===== config.mk =====
export PLATFORM = sky130hd
export DESIGN_NAME = cpu_fetch_seq
export DESIGN_NICKNAME = d
export VERILOG_FILES = /design/src/rtl/cpu_fetch_pkg.sv /design/src/rtl/fetch_ras.sv /design/src/rtl/cpu_fetch_seq.sv
export SDC_FILE = /design/constraint.sdc
export NUM_CORES = 1
export LEC_CHECK = 0
export ABC_AREA = 1
export CELL_PAD_IN_SITES_DETAIL_PLACEMENT = 1
export CELL_PAD_IN_SITES_GLOBAL_PLACEMENT = 2
export CORE_UTILIZATION = 23
export CTS_CLUSTER_SIZE = 24
export DETAILED_ROUTE_END_ITERATION = 8
export PLACE_DENSITY = 0.83
export SYNTH_ARGS = -nofsm -noshare
export SYNTH_HDL_FRONTEND = slang
export SYNTH_SLANG_ARGS = --single-unit

===== constraint.sdc =====
create_clock -name i_clk -period 1.5 [get_ports i_clk]
set_input_delay 0.15 -clock i_clk [delete_from_list [all_inputs] [get_ports i_clk]]
set_output_delay 0.15 -clock i_clk [all_outputs]
set_load 0.1 [all_outputs]

===== src/rtl/cpu_fetch_pkg.sv =====
// Shared definitions for the instruction-fetch sequencer.
//   fetch_state_t : fetch FSM states (IDLE, REQ, HOLD, FAULT)
//   DEF_*         : default widths and wait limit
//   WAIT_W        : wait-counter width for the default MAX_WAIT
//   wait_width()  : wait-counter width for an arbitrary MAX_WAIT
package cpu_fetch_pkg;

  localparam int unsigned DEF_ADDR_W   = 10;
  localparam int unsigned DEF_DATA_W   = 16;
  localparam int unsigned DEF_MAX_WAIT = 15;
  localparam int unsigned WAIT_W       = $clog2(DEF_MAX_WAIT + 1);

  typedef enum logic [1:0] {
    IDLE  = 2'd0,
    REQ   = 2'd1,
    HOLD  = 2'd2,
    FAULT = 2'd3
  } fetch_state_t;

  function automatic int unsigned wait_width(input int unsigned max_wait);
    return $clog2(max_wait + 1);
  endfunction

endpackage


===== src/rtl/fetch_ras.sv =====
// Circular return-address stack.
//   i_clk, i_rst_n : clock, asynchronous active-low reset
//   i_push, i_data : push i_data (when full, the oldest entry is overwritten)
//   i_pop          : discard the top entry (no effect when empty)
//   o_top          : current top entry (valid only when !o_empty)
//   o_empty, o_full: occupancy flags
// Pop takes priority if both requests arrive together.
module fetch_ras #(
  parameter int unsigned WIDTH = 10,
  parameter int unsigned DEPTH = 4
) (
  input  logic             i_clk,
  input  logic             i_rst_n,
  input  logic             i_push,
  input  logic             i_pop,
  input  logic [WIDTH-1:0] i_data,
  output logic [WIDTH-1:0] o_top,
  output logic             o_empty,
  output logic             o_full
);

  localparam int unsigned PTR_W = (DEPTH > 1) ? $clog2(DEPTH) : 1;
  localparam int unsigned CNT_W = $clog2(DEPTH + 1);
  localparam logic [PTR_W-1:0] LP_LAST     = PTR_W'(DEPTH - 1);
  localparam logic [CNT_W-1:0] LP_FULL_CNT = CNT_W'(DEPTH);

  logic [WIDTH-1:0] r_mem [DEPTH];
  logic [PTR_W-1:0] r_wr;       // next free slot
  logic [CNT_W-1:0] r_cnt;      // live entries, saturates at DEPTH
  logic [PTR_W-1:0] w_top_idx;

  assign w_top_idx = (r_wr == '0) ? LP_LAST : r_wr - 1'b1;
  assign o_top     = r_mem[w_top_idx];
  assign o_empty   = (r_cnt == '0);
  assign o_full    = (r_cnt == LP_FULL_CNT);

  always_ff @(posedge i_clk or negedge i_rst_n) begin
    if (!i_rst_n) begin
      r_wr  <= '0;
      r_cnt <= '0;
      for (int unsigned i = 0; i < DEPTH; i++) r_mem[i] <= '0;
    end else if (i_pop) begin
      if (!o_empty) begin
        r_wr  <= w_top_idx;
        r_cnt <= r_cnt - 1'b1;
      end
    end else if (i_push) begin
      r_mem[r_wr] <= i_data;
      r_wr        <= (r_wr == LP_LAST) ? '0 : r_wr + 1'b1;
      if (!o_full) r_cnt <= r_cnt + 1'b1;
    end
  end

endmodule


===== src/rtl/cpu_fetch_seq.sv =====
// Instruction-fetch sequencer: PC, memory req/ready handshake, held
// instruction with valid/ack to decode, sticky wait-state timeout fault.
// Optional return-address stack enabled by defining CPU_FETCH_RAS_EN.
//   i_clk, i_rst_n          : clock, asynchronous active-low reset
//   i_stall                 : blocks launch of a new fetch
//   o_mem_req, o_mem_addr   : fetch request / address (= pc)
//   i_mem_ready, i_mem_rdata: memory data strobe / word
//   o_instr, o_instr_valid  : held instruction to decode
//   i_instr_ack             : decode consumed instruction
//   i_branch_en/_target     : redirect pc on ack
//   o_pc                    : address of current/held instruction
//   o_fault                 : sticky timeout fault (cleared by reset only)
//   i_call_en, i_ret_en     : (CPU_FETCH_RAS_EN only) call/return on ack
module cpu_fetch_seq
  import cpu_fetch_pkg::*;
#(
  parameter int unsigned       ADDR_W    = DEF_ADDR_W,
  parameter int unsigned       DATA_W    = DEF_DATA_W,
  parameter logic [ADDR_W-1:0] RESET_PC  = '0,
  parameter int unsigned       MAX_WAIT  = DEF_MAX_WAIT,
  parameter int unsigned       RAS_DEPTH = 4
) (
  input  logic              i_clk,
  input  logic              i_rst_n,
  input  logic              i_stall,
  output logic              o_mem_req,
  output logic [ADDR_W-1:0] o_mem_addr,
  input  logic              i_mem_ready,
  input  logic [DATA_W-1:0] i_mem_rdata,
  output logic [DATA_W-1:0] o_instr,
  output logic              o_instr_valid,
  input  logic              i_instr_ack,
  input  logic              i_branch_en,
  input  logic [ADDR_W-1:0] i_branch_target,
`ifdef CPU_FETCH_RAS_EN
  input  logic              i_call_en,
  input  logic              i_ret_en,
`endif
  output logic [ADDR_W-1:0] o_pc,
  output logic              o_fault
);

  localparam int unsigned LP_WAIT_W = wait_width(MAX_WAIT);
  // Counter value on the last permitted unanswered REQ cycle.
  localparam logic [LP_WAIT_W-1:0] LP_WAIT_LAST = LP_WAIT_W'(MAX_WAIT - 1);

  if (MAX_WAIT < 1 || MAX_WAIT > 255) begin : g_bad_max_wait
    $error("cpu_fetch_seq: MAX_WAIT must be in 1..255");
  end
  if (RAS_DEPTH < 1) begin : g_bad_ras_depth
    $error("cpu_fetch_seq: RAS_DEPTH must be at least 1");
  end

  fetch_state_t          r_state, w_state_nxt;
  logic [ADDR_W-1:0]     r_pc, w_pc_nxt, w_pc_seq;
  logic [DATA_W-1:0]     r_instr;
  logic                  r_instr_valid;
  logic                  r_fault;
  logic [LP_WAIT_W-1:0]  r_wait;
  logic                  w_accept, w_timeout, w_take;

  always_comb begin
    w_state_nxt = r_state;
    w_accept    = 1'b0;
    w_timeout   = 1'b0;
    w_take      = 1'b0;
    case (r_state)
      IDLE: if (!i_stall) w_state_nxt = REQ;
      REQ: begin
        if (i_mem_ready) begin
          w_accept    = 1'b1;
          w_state_nxt = HOLD;
        end else if (r_wait == LP_WAIT_LAST) begin
          w_timeout   = 1'b1;
          w_state_nxt = FAULT;
        end
      end
      HOLD: begin
        if (i_instr_ack) begin
          w_take      = 1'b1;
          w_state_nxt = i_stall ? IDLE : REQ;
        end
      end
      FAULT:   w_state_nxt = FAULT;
      default: w_state_nxt = IDLE;
    endcase
  end

`ifdef CPU_FETCH_RAS_EN
  logic              w_push, w_pop, w_ras_empty, w_ras_full;
  logic [ADDR_W-1:0] w_ras_top;

  fetch_ras #(
    .WIDTH (ADDR_W),
    .DEPTH (RAS_DEPTH)
  ) u_ras (
    .i_clk   (i_clk),
    .i_rst_n (i_rst_n),
    .i_push  (w_push),
    .i_pop   (w_pop),
    .i_data  (w_pc_seq),
    .o_top   (w_ras_top),
    .o_empty (w_ras_empty),
    .o_full  (w_ras_full)
  );
`endif

  // Next pc on ack; priority ret > call > branch > sequential.
  always_comb begin
    w_pc_seq = r_pc + 1'b1;
    w_pc_nxt = i_branch_en ? i_branch_target : w_pc_seq;
`ifdef CPU_FETCH_RAS_EN
    w_push = 1'b0;
    w_pop  = 1'b0;
    if (i_ret_en) begin
      w_pop    = w_take;
      w_pc_nxt = w_ras_empty ? RESET_PC : w_ras_top;
    end else if (i_call_en) begin
      w_push   = w_take;
      w_pc_nxt = i_branch_target;
    end
`endif
  end

  always_ff @(posedge i_clk or negedge i_rst_n) begin
    if (!i_rst_n) r_state <= IDLE;
    else          r_state <= w_state_nxt;
  end

  always_ff @(posedge i_clk or negedge i_rst_n) begin
    if (!i_rst_n) begin
      r_pc          <= RESET_PC;
      r_instr       <= '0;
      r_instr_valid <= 1'b0;
      r_fault       <= 1'b0;
      r_wait        <= '0;
    end else begin
      if (w_accept) begin
        r_instr       <= i_mem_rdata;
        r_instr_valid <= 1'b1;
        r_wait        <= '0;
      end else if (r_state == REQ) begin
        r_wait <= r_wait + 1'b1;
      end
      if (w_timeout) r_fault <= 1'b1;
      if (w_take) begin
        r_instr_valid <= 1'b0;
        r_pc          <= w_pc_nxt;
      end
    end
  end

  assign o_mem_req     = (r_state == REQ);
  assign o_mem_addr    = r_pc;
  assign o_pc          = r_pc;
  assign o_instr       = r_instr;
  assign o_instr_valid = r_instr_valid;
  assign o_fault       = r_fault;

endmodule


Word level (Yosys, flattened, before mapping)
Index checks and enable logic that the tools add are counted.
{"block": "classes", "eq_ne": 7, "n_reduce_logical": 4, "mux": 18, "addsub": 2}
{"op": "10-bit by 1-bit adder with 10-bit output (second input constant)", "n": 1}
{"op": "1-bit 2-to-1 mux", "n": 10}
{"op": "10-bit 2-to-1 mux", "n": 1}
{"op": "2-bit 2-to-1 mux", "n": 4}
{"op": "4-bit 2-to-1 mux", "n": 2}
{"op": "2-bit case mux with 4 select lines", "n": 1}
{"op": "4-bit by 1-bit adder with 4-bit output (second input constant)", "n": 1}
{"op": "2-bit equality test (second input constant)", "n": 2}
{"op": "4-bit equality test (second input constant)", "n": 1}
{"op": "2-bit inequality test (second input constant)", "n": 2}
{"op": "2-bit nonzero test", "n": 2}
{"op": "3-bit by 1-bit inequality test with 1-bit output (second input constant)", "n": 1}
{"op": "3-bit AND reduction", "n": 1}
{"op": "2-bit by 1-bit equality test with 1-bit output (second input constant)", "n": 1}
{"op": "2-bit logical NOT", "n": 1}
{"block": "word_totals", "regBits": 34, "output_inout_bits": 39, "word_cells": 37}

Depth between registers and ports, before layout
{"block": "logic_depth", "ltp_word": 4, "mapped_depth": 8, "ltp_nobuf": 8}

Least setup slack after synthesis
Ideal clock, no wire load.
{"block": "synth_timing", "path_type": "reg-to-reg", "startpoint": "reg r_pc[0] (netlist: o_mem_addr[0])", "endpoint": "reg r_pc[8] (netlist: o_mem_addr[8])", "stages_incl_launch_ff": 9, "path_buffers": 0, "setup_time_ns": 0.120, "slack_ns": -0.447, "t_arrival_ns": 1.827, "path_cell_list": "dfrtp_1 ha_1 nand2_1 nor2_1 nand2_1 nand2_1 nand3_1 nand3_1 nand2_1"}
{"block": "synth_via", "elab_chain_cells": 2}
{"element": "from (decl)", "line_no": "cpu_fetch_seq.sv:55", "source": "logic [ADDR_W-1:0] r_pc, w_pc_nxt, w_pc_seq;"}
{"element": "from (signal assigned)", "line_no": "cpu_fetch_seq.sv:148", "source": "r_pc <= w_pc_nxt;"}
{"element": "10-bit by 1-bit adder with 10-bit output", "line_no": "cpu_fetch_seq.sv:110", "source": "w_pc_seq = r_pc + 1'b1;"}
{"element": "10-bit 2-to-1 mux", "line_no": "cpu_fetch_seq.sv:111", "source": "w_pc_nxt = i_branch_en ? i_branch_target : w_pc_seq;"}
No other way between the ends.
A chain may end at the register's enable or synchronous reset.

Worst setup path in the final report
Same ends and word-level chain as after synthesis.

==> impl_metrics.csv <==
group,metric,value,unit
global_route,grt_usage,0.1325,
sta,finalSetupTns,0,ns
global_route,grt_pass1_wl,8576,um
min_path,min_path_type,"in -> async",
clock_tree,cts_buffer_depth,2,
final_layout,layout_common_cells,"89 x nand2_1, 39 x buf_12, 30 x clkdlybuf4s50_1, 24 x dfrtp_1",
synth,ys_types,27,
synth,synth.cell_area,1774,um2
clock_tree,tritoncts,"done",
clock_tree,postCtsSetupBuffers,0,
route,vias_per_cell,4.242,
place,gp_congestion,0.7420,
clock_tree,clk_latency,0.28,ns
sta,slew_viol_final,0,
final_layout,ff_latch_area,870.8,um2
final_layout,final_common_cell,"nand2_1",
floorplanning,io_pins,71,
final_layout,synthToLayoutAreaGrowth,71.16,%
synth,post_synth.cell_area_avg,7.992,um2
synth,synth_fp_nets,257,
critical_path,crit_path_end_kind,"register",
route,dr.pass1.iters,4,
clock_tree,cts-root-buf,"clkbuf_8",
route,antenna_left,0,
final_layout,nNetsFinal,328,
place,dp_hpwl,3946,um
floorplanning,die_w,89.83,um
clock_tree,cts.sinks,34,
critical_path,startpoint_type,"register",
synth,yosys_warnings,0,
route,drtIter0Drc,68,
sta,slew-limit-headroom,0.6927,
synth,synth_edf_count,0,
critical_path,worst_r2r_path_depth,8,
floorplanning,coreArea,7370,um2
critical_path,critical_path_class,"reg -> reg",
synth,postSynth.asyncResetShare,1.000,
route,postRouteWirelength,5044,um
sta,fin_skew,0.006056,ns
floorplanning,die_y,89.83,um
critical_path,worstPathRequired,1.68,ns
final_layout,diodes,0,
sta,rsz0062_at_grt,"false",
final_layout,layout-drive-gt1-share,0.2721,
global_route,first_global_vias,1748,
sta,hold_violations,0,
clock_tree,htree_levels,2,
critical_path,crit_arrival,1.56,ns
floorplanning,rows,31,
global_route,grt_max_degree,21,
final_layout,multiInputGateArea,724.4,um2
route,route.detailed.drc,0,
global_route,grt_overflow,0,
sta,fmax,720.2,MHz
critical_path,path_max_fanout,6,
route,wl_per_cell,12.83,um
synth,synthesis.instances,222,
synth,ys_seq_elements,34,
sta,tightest_slew,0.4609,ns
sta,finalCritPeriodShare,0.9257,
final_layout,num-fill-cells,838,
sta,fin_crit,1.389,ns
global_route,antenna_found_initial,0,
run_status,status,"completed",
synth,yosysSeqAreaShare,0.4795,
place,numPortBuffers,70,
floorplanning,start_util,0.2407,
sta,setup_viol,0,
clock_tree,cts_resized,0,
clock_tree,numCtsBuffers,5,
synth,synth_top_flop_cell,"dfrtp_1",
route,vias,1667,
clock_tree,cts.hold.buffers_added,1,
flow_run,drv_cap,0,
clock_tree,path_clk_slew,0.07,ns
floorplanning,die_area,8069,um2
## routing by layer
| metal | routed length (um) | global-route usage | share of wire |
|---|---|---|---|
| met5 | 0 | 0 | 0 |
| met4 | 45 | 0.03279 | 0.0089 |
| met3 | 344 | 0.04315 | 0.068 |
| met2 | 2556 | 0.2397 | 0.51 |
| met1 | 2097 | 0.1495 | 0.42 |
## registers in the layout, summed over array words and instances, names as in the netlist
| register | count |
|---|---|
| r_wait | 4 |
| o_fault | 1 |
| o_instr_valid | 1 |
| o_mem_addr | 10 |
| o_instr | 16 |
| r_state | 2 |
## Yosys cell counts (all sizes together), types with 2 or more instances
| cell | count | share of area |
|---|---|---|
| nand2 | 90 | 0.19 |
| dfrtp | 34 | 0.48 |
| inv | 20 | 0.044 |
| nor2 | 16 | 0.044 |
| buf | 15 | 0.068 |
| nand3 | 13 | 0.039 |
| o21ai | 13 | 0.041 |
| a21oi | 8 | 0.025 |
| ha | 3 | 0.021 |
| or2 | 3 | 0.011 |
| nand3b | 2 | 0.0085 |
| o31ai | 2 | 0.011 |
## critical path: stages, from the launching register on
cell	delay, ns
dfrtp_4	0.48
ha_1	0.19
nand2_1	0.08
nor2_1	0.20
nand2_1	0.09
nand2_1	0.06
nand3_1	0.06
nand3_1	0.08
nand2_1	0.05
## path summary, 6_finish.rpt
check	startpoint	endpoint	slack [ns]
max	o_mem_addr[0]	o_mem_addr[8]	0.11
max in group asynchronous	i_rst_n	o_instr[0]	0.63
min in group i_clk	i_mem_rdata[8]	o_instr[8]	0.40
min reg2reg	r_wait[2]	r_wait[2]	0.52
max reg2reg	o_mem_addr[0]	o_mem_addr[8]	0.11
min	i_rst_n	o_mem_addr[2]	0.35
## final cells by class
class / count / share of cell area
Multi-Input combinational cell: 153 / 0.2386
Sequential cell: 34 / 0.2868
Clock buffer: 8 / 0.02637
Timing Repair Buffer: 79 / 0.3807
Tap cell: 99 / 0.04079
Inverter: 20 / 0.02678
## metrics by stage
stage / setup WS, ns / cells / instance area [um2] / hold slack (ns) / utilization
after floorplan: 0.002384 / 222 / 1798 / -0.1456 / -
after global placement: 0.1488 / 384 / 2947 / 0.1373 / 0.3998
after detailed placement: 0.1188 / 384 / 2947 / 0.1345 / 0.3998
after CTS: 0.1051 / 393 / 3037 / 0.3714 / 0.4121
after global routing: 0.001796 / 393 / 3037 / 0.4026 / 0.4121
final: 0.1115 / 393 / 3037 / 0.3528 / 0.4121
## cell families after synthesis
kind of cell / after synthesis / synth area share
AOI/OAI and AO/OA: 25 / 0.08604
and+or+nand+nor: 125 / 0.3011
DFF: 34 / 0.4796
adders and majority gates: 3 / 0.02116
buffers and inverters: 35 / 0.1121
Power is left out: the tool's default activity adds up to more than one toggle a clock period on the data nets, which glitch-free logic cannot reach.
==> RTL change (same settings) <==
Encoding of `fetch_state_t`: now one-hot (4 bits for 4 states).
--- a/src/rtl/cpu_fetch_pkg.sv
+++ b/src/rtl/cpu_fetch_pkg.sv
@@ -10,11 +10,11 @@
   localparam int unsigned DEF_MAX_WAIT = 15;
   localparam int unsigned WAIT_W       = $clog2(DEF_MAX_WAIT + 1);
 
-  typedef enum logic [1:0] {
-    IDLE  = 2'd0,
-    REQ   = 2'd1,
-    HOLD  = 2'd2,
-    FAULT = 2'd3
+  typedef enum logic [3:0] {
+    IDLE  = 4'b0001,
+    REQ   = 4'b0010,
+    HOLD  = 4'b0100,
+    FAULT = 4'b1000
   } fetch_state_t;
 
   function automatic int unsigned wait_width(input int unsigned max_wait);
Function: no difference found for any inputs over 10 cycles, from zero or initial values and one cycle with i_rst_n low; not proved beyond that.
==> RTL change against the unedited design <==
Final area is 7.7% higher. Critical endpoint is now o_mem_req. Worst setup slack worse by 20 ps. Routed wire length is 8.8% higher. Via count increased by 7.8%. Sequential cell count up 2. Clock skew is 1.6 ps higher. Highest routed layer unchanged. Area after synthesis is 7.9% higher. Final cell count rose by 8.1%.
Power is left out: the tool's default activity adds up to more than one toggle a clock period on the data nets, which glitch-free logic cannot reach.
==> RTL change: results (changes against the unedited design) <==
[sta]
fin_skew_ps = 7.63  ; +1.58 ps
relSlewSlack_pct = 79.0  ; +9.7 points
hold_ws_ps = 285  ; -67.3 ps
worst_slack_ps = 91.3  ; -20.1 ps

[routing]
top_layer = met4
dr.first_iter.drc_count = 25  ; -63%
avgRoutedWirePerCell_um = 12.9  ; +0.61%
drc = 0  ; unchanged
dr_wl_met3_um = 310  ; -9.9%
route.met2.wl_mm = 2.74  ; +7.2%
drt-total-wl_mm = 5.49  ; +8.8%
met1_length_mm = 2.37  ; +13%
viasPerCell = 4.23  ; -0.32%
drt_pass1_iterations = 3  ; -1

[synth]
synth-seq-area-share_pct = 47.1  ; -0.83 points
synth_top_cells_by_area = dfrtp_1, nand2_1, inv_1, buf_4, nor2_1
synth_flop_cell = dfrtp_1
syn_area_per_cell_um2 = 7.72  ; -3.4%
ys_warn_count = 0  ; unchanged
syn-num-nets = 283  ; +10%
synthTopCellsByCount = nand2_1, dfrtp_1, inv_1
synth.distinct_cells = 24  ; -11%

[cts]
path_clk_slew_ps = 80
numCtsBuffers = 5  ; unchanged
cts_buffer_depth = 2  ; unchanged
root_buffer = clkbuf_8

[global_routing]
grt_usage_pct = 13.5  ; +0.29 points
met1_usage_pct = 16.3  ; +1.3 points
antenna_found_initial = 0  ; unchanged
grt_pass1_wl_mm = 9.10  ; +6.1%
use_met2_pct = 23.2  ; -0.75 points
grt_max_degree = 20  ; -4.8%
met3_usage_pct = 3.74  ; -0.57 points
grt_pass1_vias = 1926  ; +10%

[worst_setup_path]
crit_end = o_mem_req
timing.rr.start = r_state[0]$_DFFE_PN1P_
r2r_slack_ps = 140  ; +30 ps
crit_family = flip-flops
ff2ff_path_depth = 9  ; +1
r2r-end = r_state[0]$_DFFE_PN1P_
crit_path_max_fanout = 3  ; -3
crit_path_max_incr_delay_ps = 550  ; +70 ps
cpMaxStageDelayCell = dfstp_2
crit_arrival_ps = 1260  ; -300 ps
critical_path_class = reg2out

[run_status]
status = finished, final reports clean

[place]
dp_slack_ps = 81.2  ; -37.6 ps
hpwl_mm = 4.35  ; +10%
gp_congestion = 0.785  ; +5.8%
portBuffers = 70  ; unchanged
placed_cell_area_um2 = 3130  ; +6.1%
post-place-cells = 414  ; +7.8%

[hold_path]
hold_path_class = in2async

[cells_and_area]
final_nets = 357  ; +8.8%
drive_above_1_share_pct = 25.7  ; -1.5 points

RTL change: logic make-up after synthesis:
| logic type | share of synthesized area [%] |
|---|---|
| and+or+nand+nor | 30.9 |
| buffers and inverters | 11.6 |
| DFF | 47.1 |
| AOI/OAI and AO/OA | 8.43 |
| adders and majority gates | 1.96 |
RTL change: cell type report:
class	instances	area, µm²
clock inverter	2	35.0
timing repair buffer	81	1180
multi-input combinational	169	817
clock buffer	6	72.6
tap	102	128
sequential	36	922
fill	909	4620
inverter	29	114
RTL change: what timing repair did:
item                       in CTS  in global routing
hold endpoints to repair        8                  0
setup endpoints to repair       0                  3
buffers inserted                0                  2
hold buffers                    1                  0
resized for setup               0                  4
RTL change: worst register-to-register path: stages (launching register included):
cell     delay [ps]
dfstp_2         550
inv_1            80
nand2_1         120
nor2_4           60
buf_4           130
nand3_2          80
nand2_1          70
nor2_1          100
nand2_1          60
nand2_1          60
